`src/rtl/regs_pkg.sv`:
```
// Shared types and sizes for the register file and its write-port arbiter.
package regs_pkg;

    localparam int REG_COUNT = 32;
    localparam int ADDR_W    = 5;
    localparam int DATA_W    = 32;

    // Arbiter sequencing: CLEAR zeroes x1..x31 after reset, RUN serves requesters.
    typedef enum logic {
        ST_CLEAR = 1'b0,
        ST_RUN   = 1'b1
    } state_t;

    localparam logic [ADDR_W-1:0] CLEAR_FIRST = ADDR_W'(1);
    localparam logic [ADDR_W-1:0] CLEAR_LAST  = ADDR_W'(REG_COUNT - 1);

endpackage

```
`src/rtl/register_write_arbiter.sv`:
```
// Write-port arbiter for the register file.
//
//   state    | meaning
//   ---------+------------------------------------------------------------
//   ST_CLEAR | drive zero into x1..x31 one per cycle, requesters held off
//   ST_RUN   | fixed-priority writeback, debug wins after STARVE_LIMIT stalls
//
// Grants and port outputs are combinational from state, counter and requests
// so a requester sees ready in the same cycle it raises valid.
module register_write_arbiter
    import regs_pkg::*;
#(
    parameter int STARVE_LIMIT = 4
) (
    input  logic              clk_i,
    input  logic              rst_i,
    input  logic              wb_valid_i,
    input  logic [ADDR_W-1:0] wb_waddr_i,
    input  logic [DATA_W-1:0] wb_wdata_i,
    output logic              wb_ready_o,
    input  logic              dbg_valid_i,
    input  logic [ADDR_W-1:0] dbg_waddr_i,
    input  logic [DATA_W-1:0] dbg_wdata_i,
    output logic              dbg_ready_o,
    output logic              write_o,
    output logic [ADDR_W-1:0] waddr_o,
    output logic [DATA_W-1:0] wdata_o,
    output logic              busy_o
);

    localparam logic [3:0] LIMIT = 4'(STARVE_LIMIT);

    state_t            state_q;
    logic [ADDR_W-1:0] clr_addr_q;
    logic [3:0]        starve_q;
    logic              dbg_grant;
    logic              wb_grant;

    // Arbitration: debug wins when writeback is idle or debug has starved long enough.
    always_comb begin
        dbg_grant = 1'b0;
        wb_grant  = 1'b0;
        if (!rst_i && (state_q == ST_RUN)) begin
            dbg_grant = dbg_valid_i && ((starve_q == LIMIT) || !wb_valid_i);
            wb_grant  = wb_valid_i && !dbg_grant;
        end
    end

    // Port mux: clear sequencer, granted requester, or idle; x0 writes are accepted but suppressed.
    always_comb begin
        write_o     = 1'b0;
        waddr_o     = '0;
        wdata_o     = '0;
        wb_ready_o  = 1'b0;
        dbg_ready_o = 1'b0;
        busy_o      = 1'b1;
        if (!rst_i) begin
            if (state_q == ST_CLEAR) begin
                write_o = 1'b1;
                waddr_o = clr_addr_q;
            end else begin
                busy_o      = 1'b0;
                wb_ready_o  = wb_grant;
                dbg_ready_o = dbg_grant;
                if (dbg_grant) begin
                    write_o = (dbg_waddr_i != '0);
                    waddr_o = dbg_waddr_i;
                    wdata_o = dbg_wdata_i;
                end else if (wb_grant) begin
                    write_o = (wb_waddr_i != '0);
                    waddr_o = wb_waddr_i;
                    wdata_o = wb_wdata_i;
                end
            end
        end
    end

    // Sequencer state, clear address and debug starvation counter.
    always_ff @(posedge clk_i) begin
        if (rst_i) begin
            state_q    <= ST_CLEAR;
            clr_addr_q <= CLEAR_FIRST;
            starve_q   <= '0;
        end else begin
            case (state_q)
                ST_CLEAR: begin
                    clr_addr_q <= clr_addr_q + ADDR_W'(1);
                    if (clr_addr_q == CLEAR_LAST) begin
                        state_q <= ST_RUN;
                    end
                end
                ST_RUN: begin
                    if (dbg_grant || !dbg_valid_i) begin
                        starve_q <= '0;
                    end else if (starve_q != LIMIT) begin
                        starve_q <= starve_q + 4'd1;
                    end
                end
                default: begin
                    state_q <= ST_CLEAR;
                end
            endcase
        end
    end

endmodule

```
`config.mk`:
```
export PLATFORM = sky130hd
export DESIGN_NAME = register_write_arbiter
export DESIGN_NICKNAME = d
export VERILOG_FILES = /design/src/rtl/regs_pkg.sv /design/src/rtl/register_write_arbiter.sv
export SDC_FILE = /design/constraint.sdc
export NUM_CORES = 1
export LEC_CHECK = 0
export BUFFER_PORTS_ARGS = -buffer_cell sky130_fd_sc_hd__buf_2
export CELL_PAD_IN_SITES_DETAIL_PLACEMENT = 1
export CELL_PAD_IN_SITES_GLOBAL_PLACEMENT = 2
export CORE_ASPECT_RATIO = 0.8
export CORE_MARGIN = 2
export CORE_UTILIZATION = 17
export CTS_BUF_LIST = sky130_fd_sc_hd__clkbuf_4 sky130_fd_sc_hd__clkbuf_8 sky130_fd_sc_hd__clkbuf_16
export DETAILED_ROUTE_END_ITERATION = 8
export HOLD_SLACK_MARGIN = 0.15
export PLACE_DENSITY_LB_ADDON = 0.08
export RECOVER_POWER = 25
export SLEW_MARGIN = 20
export SYNTH_ARGS = -nofsm -noshare
export SYNTH_HDL_FRONTEND = slang
export SYNTH_SLANG_ARGS = --single-unit
```
`constraint.sdc`:
```
create_clock -name clk_i -period 5.3 [get_ports clk_i]
set_clock_uncertainty 0.05 [all_clocks]
set_input_delay 0 -clock clk_i [delete_from_list [all_inputs] [get_ports clk_i]]
set_output_delay 0 -clock clk_i [all_outputs]
set_load 0.01 [all_outputs]
```
==> out/summary.txt, run 1 <==
Number of synthesized flops with an enable pin -> 0
Tot GR Track Use -> 13.5%
Register area share after synthesis -> 18.1%
R2R setup slack -> 3.31 ns
CP max stage delay -> 0.81 ns
# nets final -> 329
Overall power -> 213 uW
Final worst setup slack -> 2.54 ns
Area grow syn2layout -> 60.6%
Crit-path max FO -> 33
Width of the die -> 94.1 um
First-pass GRT wire length -> 7760 um
Slew headroom -> 41.1%
Synth warnings -> 0
Synth Net Count -> 217
Cell taking the most area after synthesis -> a22o_1
Drt total wl -> 5140 um
Synth top cells by count -> 32 x a22o_1, 12 x nor2_1, 10 x dfxtp_1, 6 x inv_1, 6 x nand2_1
Main combinational cell family by area after synthesis -> compound AO/OA/AOI/OAI gates
Ant. Diodes -> 0
End of the worst register-to-register path -> starve_q[0]
Die ar. -> 7160 um2
GRT overflow -> 0
Max Root-Sink Buffers -> 2
Post CTS Setup Buffer Count -> 0
Initial DRC Count -> 23
Initial Util -> 17.4%
CP bufs+invs -> 2
Worst hold slack -> 0.225 ns
Setup TNS -> 0 ns
DR vias -> 1476
Slew @ Worst Pin -> 0.882 ns
Hold worst-path end -> starve_q[2]
Syn_area_per_cell -> 8.18 um2
Reg clk slew, reported paths -> 0.05 ns
FP Rows -> 26
Pre-CTS WS -> 2.86 ns
Share of the synthesized area in the top cell type -> 25.4%
Pin count of the biggest net entering global routing -> 34
Leak Pwr -> 0.000901 uW
Fin crit share -> 52.2%
Placer Congestion -> 0.750
Status -> completed
Synth cell types -> 35
Final hold vios -> 0
Mux share of post-synthesis cell area -> 1.81%
Nature of the critical path startpoint -> register
Synth Area in Simple Gates -> 22.4%
Synth Area in Compound Gates -> 39.0%
Initial antenna violation count -> 0
TritonCTS Buffers -> 3
Worst Hold Class -> input pin to register
Dpl hpwl -> 4210 um
Adder-cell share of the synthesized area -> 4.53%
Area occupied by multi-input gates -> 779 um2
Die Y -> 76.1 um
Fraction of layout cells with a size suffix above 1 -> 50.2%
Layout Utilization -> 28.0%
Worst-case reg-to-reg path depth -> 4
Min-delay src -> wb_valid_i
Tmin final -> 2.76 ns
Crit-path leading delay family -> compound AO/OA/AOI/OAI gates
Cell depth of the worst min-delay path -> 4
Drt drc -> 0
Flops & latches, synth -> 10
Synth async-reset ratio -> 0%
Area contributors post-synth -> a22o_1 25%, dfxtp_1 18%, buf_6 5.1%, ha_1 4.5%, nor2_1 4.1%
Reg area -> 200 um2
Vias in the first global route -> 1548
FILL cells -> 820
Worst VDD drop -> 92.7 uV
Post-synthesis cell count -> 135
CTS HTree Levels -> 1
Drt pass-1 iters -> 4
Fin. max-slew vios -> 0
Core area -> 6340 um2
Vias per cell -> 4.49
CTS tree -> built
Max-cap violations -> 0
DRT antenna net count -> 0
Clock insertion delay at the later pin of the skew report -> 0.24 ns
Critical path arrival -> 2.71 ns
Root buffer cell -> clkbuf_8
RSZ-0062 raised after global routing -> no
Main synth FF type -> dfxtp_1
Wire length per cell -> 15.6 um
I/O pins -> 119
Post-Syn Area -> 1100 um2
IO Port Bufs -> 118
Max Fclk -> 362 MHz
FF-to-FF Start -> state_q
Most frequent cell after synthesis -> a22o_1
CTS Sinks -> 10
Pwr Density -> 120 nW/um2
Worst-path cell chain -> nor2b_1 -> inv_1 -> a21oi_4 -> a22o_1 -> buf_2
Post-Synth XOR/XNOR Area -> 2.38%
Critical path class -> register to output port
Critical Path RT -> 5.25 ns
Slowest cell on crit path -> dfxtp_1
Critical path endpoint category -> output port
Final setup viols -> 0
-- layer usage --
metal | wire [um] | track usage (%) | vias up
met5 | 0 | 0 | -
met4 | 36 | 3.04 | 0
met3 | 266 | 1.48 | 5
met2 | 2570 | 25.4 | 52
met1 | 2270 | 16.1 | 670
li1 | - | - | 749
-- layout by cell type (no fill, tap or decap), types with 2 or more instances in the layout --
cell type / instances
xor2_1: 2
dlygate4sd3_1: 3
nor2_1: 12
nand4_1: 5
ha_1: 4
clkbuf_1: 2
nand3_1: 2
and3b_1: 2
inv_1: 6
nand2_1: 6
a311oi_1: 4
o211ai_1: 5
or4_1: 4
clkbuf_8: 3
nand2b_1: 2
a41oi_1: 3
mux2i_1: 2
buf_2: 116
dfxtp_1: 10
nor2b_1: 3
a21oi_1: 2
a31oi_1: 2
and3_1: 2
a22o_1: 32
-- worst reg2reg max path, delay by kind of cell, from the launching register on --
family | cells | cell delay (ns)
compound gates | 1 | 0.14
buf+inv | 1 | 0.59
flops | 1 | 0.81
simple gates | 2 | 0.33
-- cell type report --
cell class | instances | area share, %
clock buffers | 3 | 2.33
inverters | 6 | 1.27
multi-input cells | 104 | 43.9
flip-flops and latches | 10 | 11.3
well taps | 84 | 5.92
repair buffers | 122 | 35.3
-- power by group --
part           switching, uW  internal (uW)
Clock                   28.0           49.6
Combinational           23.2           29.5
Sequential              3.76           78.7
-- kinds of logic after synthesis --
family	count (synthesis)
compound gates	52
xor+xnor	3
fa+ha+maj	4
buf+inv	21
flops	10
mux	2
simple gates	43
-- sequential cells by signal, summed over array words and instances, names as in the netlist --
| signal | count |
|---|---|
| clr_addr_q | 5 |
| starve_q | 4 |
| state_q | 1 |
-- timing repair --
item / in CTS / in global routing
hold buffers: 3 / 0
gates resized for setup: 0 / 0
endpoints found under the hold margin: 6 / 0
-- how the worst max path moves through the flow --
stage / from / endpoint / slack, ns / depth (start not counted)
6_report: state_q / wdata_o[23] / 2.54 / 5
5_1_grt: state_q / wdata_o[3] / 2.26 / 5
4_1_cts: state_q / wdata_o[8] / 2.59 / 5
3_5_place_dp: state_q / wdata_o[23] / 2.86 / 5
3_3_place_gp: state_q / wdata_o[6] / 2.86 / 5
2_1_floorplan: starve_q[0] / starve_q[2] / 3.63 / 6
-- stage by stage --
stage	cell area, um2	cells
after floorplan	1100	135
after global placement	1710	323
after detailed placement	1710	323
after CTS	1780	329
after global routing	1770	329
final	1770	329
No activity file was read; power rests on OpenSTA's default activity.
==> run 2, diff against run 1 <==
--- a/config.mk
+++ b/config.mk
@@ -10,7 +10,7 @@
 export CELL_PAD_IN_SITES_GLOBAL_PLACEMENT = 2
 export CORE_ASPECT_RATIO = 0.8
 export CORE_MARGIN = 2
-export CORE_UTILIZATION = 17
+export CORE_UTILIZATION = 16
 export CTS_BUF_LIST = sky130_fd_sc_hd__clkbuf_4 sky130_fd_sc_hd__clkbuf_8 sky130_fd_sc_hd__clkbuf_16
 export DETAILED_ROUTE_END_ITERATION = 8
 export HOLD_SLACK_MARGIN = 0.15
==> constraint.sdc (replaced) <==
create_clock -name clk_i -period 2.7 [get_ports clk_i]
set_clock_uncertainty 0.05 [all_clocks]
set_input_delay 0 -clock clk_i [delete_from_list [all_inputs] [get_ports clk_i]]
set_output_delay 0 -clock clk_i [all_outputs]
set_load 0.01 [all_outputs]
==> out/summary.txt, run 2 (synthesis results as in run 1) <==
Net Sw Frac -> 26.5%
Post-DP Area -> 1720 um2
Placer Congestion -> 0.725
Worst hold slack -> 0.185 ns
Post CTS Setup Buffer Count -> 0
FP Rows -> 27
Ant. Diodes -> 0
TritonCTS Buffers -> 3
Most frequent cells in the layout -> 117 x buf_2, 32 x a22o_1, 12 x nor2_1, 10 x dfxtp_1
CTS tree -> built
Cts hold-fix bufs -> 3
IO Port Bufs -> 118
Wire length per cell -> 16.3 um
Met3 usage in global routing -> 4.27%
Clock insertion delay at the later pin of the skew report -> 0.24 ns
Pwr Density -> 258 nW/um2
Critical path arrival -> 2.26 ns
Commonest non-fill, non-tap cell in the layout -> buf_2
Fraction of layout cells with a size suffix above 1 -> 50.8%
Met2 usage -> 23.3%
Critical path class -> register to register
Critical path endpoint category -> register
Status -> completed
DR vias -> 1493
Critical Path RT -> 2.82 ns
Top flop regs -> clr_addr_q x5, starve_q x4, state_q x1
First-pass GRT wire length -> 8320 um
Tot GR Track Use -> 13.7%
Fin crit share -> 79.3%
Tmin final -> 2.14 ns
Final instance area -> 1800 um2
DRT antenna net count -> 0
Crit-path max FO -> 21
Placed cell count -> 328
Leak Pwr -> 0.000916 uW
Nature of the critical path startpoint -> register
Sequential Power Share -> 34.7%
Final setup viols -> 0
Fin. max-slew vios -> 0
Die Y -> 78.3 um
Drt drc -> 0
R2R setup slack -> 0.56 ns
GRT busiest layer -> met2
RSZ-0062 raised after global routing -> no
# nets final -> 331
Dpl hpwl -> 4460 um
Max Fclk -> 467 MHz
GRT overflow -> 0
Vias in the first global route -> 1444
Vias per cell -> 4.46
Psw -> 123 uW
FILL cells -> 861
Max-cap violations -> 0
Initial Util -> 16.3%
CTS Sinks -> 10
Clock power share -> 43.0%
Post-CTS sizing -> 0
Reg clk slew, reported paths -> 0.06 ns
Top reg by flops -> clr_addr_q
Met1 usage -> 17.5%
Final hold vios -> 0
Overall power -> 464 uW
Non-Filler Instances -> 335
Width of the die -> 96.9 um
Drt pass-1 iters -> 3
Slew @ Worst Pin -> 0.927 ns
Comb pwr share -> 22.3%
Initial DRC Count -> 53
Root buffer cell -> clkbuf_8
P_int -> 341 uW
Initial antenna violation count -> 0
Setup TNS -> 0 ns
Worst Hold Class -> input pin to register
Slew headroom -> 38.2%
Max Root-Sink Buffers -> 2
Number of flip-flops in the largest register -> 5
I/O pins -> 119
Drt total wl -> 5460 um
Die ar. -> 7590 um2
Pin count of the biggest net entering global routing -> 34
Worst VDD drop -> 137 uV
CTS HTree Levels -> 1
Area grow syn2layout -> 62.6%
Core area -> 6790 um2
[run 2: cell types whose count changed in the layout (fill, tap and decap cells not counted), sizes merged]
cell,previous run,this run
buf,117,119
clkbuf,5,6
[run 2: worst max-delay path, stage by stage (launching register included)]
cell	delay (ns)
dfxtp_1	0.32
clkbuf_1	0.70
nor2b_1	0.22
nand4_1	0.09
dlygate4sd3_1	0.56
a21oi_1	0.13
[run 2: power by group through the flow]
stage	registers, uW	clock network [uW]	logic, uW
after global placement	164	0	103
after global routing	162	219	116
after CTS	161	208	105
after detailed placement	164	0	102
final	161	199	103
after floorplan	162	0	33.9
[run 2: layout make-up]
type / count / area (um2) / share of cell area, %
multi-input cells: 104 / 772 / 43.0
repair buffers: 124 / 638 / 35.5
flip-flops and latches: 10 / 200 / 11.1
well taps: 87 / 109 / 6.06
clock buffers: 4 / 55.1 / 3.06
inverters: 6 / 22.5 / 1.25
[run 2: final timing paths]
| check | startpoint | to | cells after the start |
|---|---|---|---|
| max | state_q | starve_q[0] | 5 |
| min | wb_valid_i | starve_q[2] | 4 |
| max reg2reg | state_q | starve_q[0] | 5 |
| min reg2reg | clr_addr_q[4] | clr_addr_q[4] | 2 |
[run 2: stage by stage]
stage | util [%] | worst slack [ns]
after floorplan | - | 1.03
after global placement | 25.3 | 0.861
after detailed placement | 25.3 | 0.859
after CTS | 26.6 | 0.595
after global routing | 26.5 | 0.342
final | 26.5 | 0.560
[run 2: metal layers]
layer,vias to the layer above,wire length [um]
met5,-,0
met4,0,27
met3,4,322
met2,47,2720
met1,683,2390
li1,759,-
